$ cat config.mk
export PLATFORM = sky130hd
export DESIGN_NAME = grf_bank
export DESIGN_NICKNAME = d
export VERILOG_FILES = /design/src/rtl/grf_bank.sv
export SDC_FILE = /design/constraint.sdc
export NUM_CORES = 2
export LEC_CHECK = 0
export BUFFER_PORTS_ARGS = -buffer_cell sky130_fd_sc_hd__buf_4
export CAP_MARGIN = 10
export CORE_MARGIN = 3
export CORE_UTILIZATION = 40
export DETAILED_ROUTE_END_ITERATION = 12
export PLACE_DENSITY = 0.63
export SLEW_MARGIN = 30
export SYNTH_ARGS = -nofsm -noshare
export SYNTH_HDL_FRONTEND = slang
export SYNTH_SLANG_ARGS = --single-unit
$ cat constraint.sdc
create_clock -name clk -period 8.36 [get_ports clk]
set_input_delay 1.254 -clock clk [delete_from_list [all_inputs] [get_ports clk]]
set_output_delay 1.254 -clock clk [all_outputs]
set_load 0.02 [all_outputs]
$ cat src/rtl/grf_bank.sv
// General register file with same-cycle write bypass and a pending-write
// scoreboard that flags reads of registers whose producer has not written back.
module grf_bank #(
   parameter int DATA_W = 32,
   parameter int ADDR_W = 5,
   parameter int TRACE  = 1
) (
   input  logic              clk,
   input  logic              reset,
   input  logic [ADDR_W-1:0] read_addr1,
   input  logic [ADDR_W-1:0] read_addr2,
   output logic [DATA_W-1:0] read_data1,
   output logic [DATA_W-1:0] read_data2,
   output logic              read_busy1,
   output logic              read_busy2,
   input  logic              write_en,
   input  logic [ADDR_W-1:0] write_addr,
   input  logic [DATA_W-1:0] write_data,
   input  logic [31:0]       write_pc,
   input  logic              issue_en,
   input  logic [ADDR_W-1:0] issue_addr,
   input  logic              flush,
   output logic [ADDR_W:0]   pending_cnt
);

   localparam int NREG = 1 << ADDR_W;

   logic [DATA_W-1:0] regs_reg [NREG];
   logic [NREG-1:0]   pending_reg;
   logic [NREG-1:0]   pending_next;
   logic [ADDR_W:0]   pending_cnt_reg;
   logic [ADDR_W:0]   pending_cnt_next;
   logic              write_eff;

   assign write_eff = write_en && (write_addr != '0);

   genvar gi;
   generate
      for (gi = 0; gi < NREG; gi++) begin : g_reg
         // Entry 0 is never written, so it holds the hardwired zero.
         always_ff @(posedge clk or negedge reset) begin
            if (!reset) begin
               regs_reg[gi] <= '0;
            end else if (write_eff && (write_addr == ADDR_W'(gi))) begin
               regs_reg[gi] <= write_data;
            end
         end

         // Flush beats everything; a new issue beats a same-cycle writeback.
         assign pending_next[gi] = (gi != 0) && !flush &&
            ((issue_en && (issue_addr == ADDR_W'(gi))) ||
             (pending_reg[gi] && !(write_en && (write_addr == ADDR_W'(gi)))));
      end
   endgenerate

   always_comb begin
      pending_cnt_next = '0;
      for (int i = 0; i < NREG; i++) begin
         pending_cnt_next = pending_cnt_next + (ADDR_W+1)'(pending_next[i]);
      end
   end

   always_ff @(posedge clk or negedge reset) begin
      if (!reset) begin
         pending_reg     <= '0;
         pending_cnt_reg <= '0;
      end else begin
         pending_reg     <= pending_next;
         pending_cnt_reg <= pending_cnt_next;
      end
   end

   assign pending_cnt = pending_cnt_reg;

   function automatic logic [DATA_W-1:0] read_port(input logic [ADDR_W-1:0] addr);
      logic [DATA_W-1:0] value;
      value = regs_reg[addr];
      if (addr == '0) begin
         value = '0;
      end else if (write_en && (write_addr == addr)) begin
         value = write_data;
      end
      return value;
   endfunction

   always_comb begin
      read_data1 = read_port(read_addr1);
      read_data2 = read_port(read_addr2);
   end

   // A value arriving this cycle is usable, so it clears the stall at once.
   assign read_busy1 = (read_addr1 != '0) && pending_reg[read_addr1] &&
                       !(write_en && (write_addr == read_addr1));
   assign read_busy2 = (read_addr2 != '0) && pending_reg[read_addr2] &&
                       !(write_en && (write_addr == read_addr2));

`ifndef SYNTHESIS
   generate
      if (TRACE == 1) begin : g_trace
         always @(posedge clk) begin
            if (reset && write_eff) begin
               $display("@%h: $%d <= %h", write_pc, write_addr, write_data);
            end
         end
      end
   endgenerate
`endif

endmodule

==> flow_metrics.py <==
metrics = {
    "timing": {
        "final_hold_viol_count": 0,
        "layout_setup_ws_ns": 2.064,
        "max_slew_margin_pct": 30.50,
        "timing.final.crit_period_ns": 6.296,
        "min_period_over_period_pct": 75.31,
        "setup_viol": 0,
        "tns_ns": 0,
        "worst_pin_slew_ns": 1.042,
        "max_freq_ghz": 0.1588,
        "rsz0062_at_grt": "no",
        "finClkSkew_ns": 0.006504,
        "final_max_slew_viol_count": 0,
    },
    "setup_path": {
        "path_cells": "buf_4 -> nand2b_1 -> nor3_1 -> nand2_4 -> a22oi_1 -> nor2_1 -> fa_1 -> inv_1 -> fa_1 -> fa_1 -> fa_1 -> fa_1 -> inv_1 -> fa_1 -> fa_1 -> inv_1 -> fa_1 -> inv_1 -> a21o_1 -> a21oi_1 -> xnor2_1",
        "cp_max_fo": 6,
        "arrival_ns": 6.97,
        "reg2reg_depth": 18,
        "cpPeakStageDelay_ns": 0.71,
        "r2r_start": "pending_reg[26]",
        "critical_path_class": "input port to flop",
        "ff2ff_setup_slack_ns": 3.22,
        "r2r_end": "pending_cnt[4]",
        "cp.required_ns": 9.03,
        "cp_common_cell": "fa_1",
        "cp-start-kind": "input port",
        "end_kind": "flop",
        "crit_slowest_cell": "nor3_1",
    },
    "synthesis": {
        "synth_top_family_by_area": "multiplexers",
        "syn_area_per_cell_um2": 14.12,
        "synth_ff_type": "dfrtp_1",
        "synth_edf_count": 0,
        "synth_seq_cells": 1061,
        "async_reset_ff_share_pct": 100.0,
        "synth_cell_types": 70,
        "synthCells": 4103,
        "synth_fa_ha_area_share_pct": 0.9459,
        "synthMuxAreaShare_pct": 40.44,
        "yosys.area_share.simple_pct": 3.095,
        "synthesis.area_um2": 57940,
        "synth_compound_area_share_pct": 5.518,
        "ys_seq_area_share_pct": 45.83,
        "synth.net_count": 4222,
        "ys_warn_count": 0,
        "synthXorXnorAreaFrac_pct": 0.1965,
    },
    "grt": {
        "antenna_found_initial": 9,
        "grt_max_degree": 170,
        "grt_pass1_vias": 39196,
        "grt_pass1_wl_um": 279400,
        "gr-total-overflow": 0,
        "grtUsageTotal_pct": 25.39,
    },
    "clock_tree": {
        "cts-root-buf": "clkbuf_16",
        "cts.htree.levels": 3,
        "cts_setup_buffers": 0,
        "clock_path_buffers": 3,
        "cts_buffers": 114,
        "cts_tree": "yes",
        "path_clk_slew_ns": 0.06,
        "ctsHoldBuffers": 0,
        "cts.sink_count": 1061,
        "cts-resized-gates": 0,
        "clock_latency_ns": 0.74,
    },
    "placed_design": {
        "io_buffer_count": 128,
        "dp_hpwl_um": 105700,
        "dp_worst_setup_slack_ns": 1.355,
        "gp_congestion": 0.8319,
    },
    "routing": {
        "drtAntennaViolNets": 0,
        "drc_errors": 0,
        "vias": 38643,
        "routed_via_density": 6.454,
        "wirelength_um": 192800,
        "drt_iter0_drc": 3792,
        "dr.pass1.iters": 5,
        "wire_per_inst_um": 32.21,
    },
    "min_path": {
        "hold_path_depth": 0,
        "min_path_type": "flop to flop",
        "min-delay-start": "regs_reg[1004]",
        "min_to": "regs_reg[1004]",
    },
    "outcome": {
        "status": "completed",
    },
    "power_and_ir_drop": {
        "p_leak_nw": 27.84,
        "powerDensity_nw_per_um2": 234.0,
        "ir_drop_mv": 0.2016,
    },
    "floorplanning": {
        "core_area_um2": 143700,
        "die_x_um": 386.6,
        "pin_count": 161,
        "initial_core_util_pct": 40.33,
        "num_rows": 139,
        "die_area_um2": 149400,
        "die_h_um": 386.6,
    },
    "cells_and_area": {
        "drive_above_1_share_pct": 47.25,
        "nNetsFinal": 4103,
        "synthToLayoutAreaGrowth_pct": 10.90,
        "largest_reg_flops": 1024,
    },
    "flow_run": {
        "drv_cap": 0,
    },
}
final cells by class:
class                           instances  area (um2)
Multi-Input combinational cell       2539       29340
Fill cell                           12915       79410
Clock buffer                          169        3381
Timing Repair Buffer                  224        1932
Inverter                               44       167.7
Clock inverter                         39       478.0
Sequential cell                      1061       26550
Tap cell                             1903        2381
Antenna cell                            8       20.02
cells in the final DEF, fill, tap and decap left out, drive strengths merged, types with 3 or more instances in the layout:
cell	n
a221o	8
inv	42
a2111oi	13
a21o	14
xor2	4
ha	7
a31oi	3
nand4	4
nand2b	19
o22a	10
xnor2	9
or2	7
a22oi	47
o22ai	107
nor2	106
mux2	1041
fa	23
nor4	30
buf	224
a211oi	23
diode	8
nor3	43
nand2	68
mux4	418
nor3b	3
o2111ai	4
bufinv	7
a22o	26
a21oi	15
clkbuf	169
nor2b	17
o211ai	14
a221oi	63
nand3	56
dfrtp	1061
nand3b	4
mux2i	218
clkinv	33
o21ai	90
critical path, delay by kind of cell:
kind                       cells  cell delay (ns)
AOI/OAI and AO/OA              3             0.50
and+or+nand+nor                4             1.13
buffers and inverters          5             0.41
adders and majority gates      8             3.53
xor gates and xnor gates       1             0.13
Yosys cell counts (all sizes together) (2+ instances only):
cell	count	area, um2
o22a	10	87.58
a221oi	63	551.8
o31ai	2	15.01
or2	7	43.79
fa	23	460.4
xor2	4	35.03
a22oi	47	352.8
a221o	8	80.08
nor3	43	220.2
nor4	30	215.2
nand2b	19	118.9
nand3b	4	30.03
and3b	2	17.52
a31oi	3	18.77
clkbuf	226	848.3
buf	233	1294
a211oi	23	177.7
a32oi	2	17.52
o2111ai	4	35.03
nor3b	3	27.52
a21o	14	105.1
a22o	26	227.7
o211ai	14	105.1
o21a	2	15.01
nand4	4	25.02
nor2b	17	106.4
o22ai	107	669.4
mux2i	218	2182
ha	7	87.58
a311oi	2	17.52
a2111oi	13	113.9
nand2	68	255.2
xnor2	9	78.83
nand3	56	280.3
mux2	1041	11830
dfrtp	1061	26550
a21oi	15	75.07
mux4	418	9414
o21ai	90	454.2
or3b	2	17.52
nor2	106	400.4
inv	43	161.4
where the power goes:
group / switching, mW / total [mW] / internal [mW]
clock: 2.22 / 5.23 / 3.01
sequential: 0.673 / 6.76 / 6.08
combinational: 1.29 / 3.05 / 1.76
per-layer routing:
layer	share of wire (%)	global-route usage [%]	up-vias
met5	0.0099	0	-
met4	4.3	9.896	2
met3	7.5	4.495	433
met2	47	40.10	1779
met1	41	34.97	20911
li1	-	-	15518
through the flow:
step / hold WS, ns / area [um2] / instances / power, mW / util [%]
global placement: 0.3764 / 60250 / 5768 / 9.732 / 41.94
global route: 0.4066 / 64240 / 5982 / 15.64 / 44.72
finish: 0.3946 / 64250 / 5987 / 15.04 / 44.72
detailed placement: 0.3833 / 60280 / 5768 / 9.859 / 41.96
CTS: 0.3971 / 64140 / 5976 / 15.08 / 44.65
floorplan: 0.4413 / 57940 / 4103 / 8.921 / -
worst max-delay path by stage:
stage                             start        endpoint  slack [ns]  depth (start not counted)
final                     write_addr[1]  pending_cnt[4]        2.06                         21
after global routing      write_addr[1]  pending_cnt[4]        1.78                         21
after CTS                 write_addr[1]  pending_cnt[4]        2.13                         21
after detailed placement  write_addr[1]  pending_cnt[4]        1.35                         21
after global placement    write_addr[1]  pending_cnt[4]        1.35                         21
after floorplan           write_addr[0]  pending_cnt[4]        1.59                         26
kinds of logic after synthesis:
logic type	after synthesis
muxes	1677
DFF	1061
buffers and inverters	503
AOI/OAI and AO/OA	453
and+or+nand+nor	366
adders and majority gates	30
xor gates and xnor gates	13
Note: power is estimated with default switching activity, not from simulation.
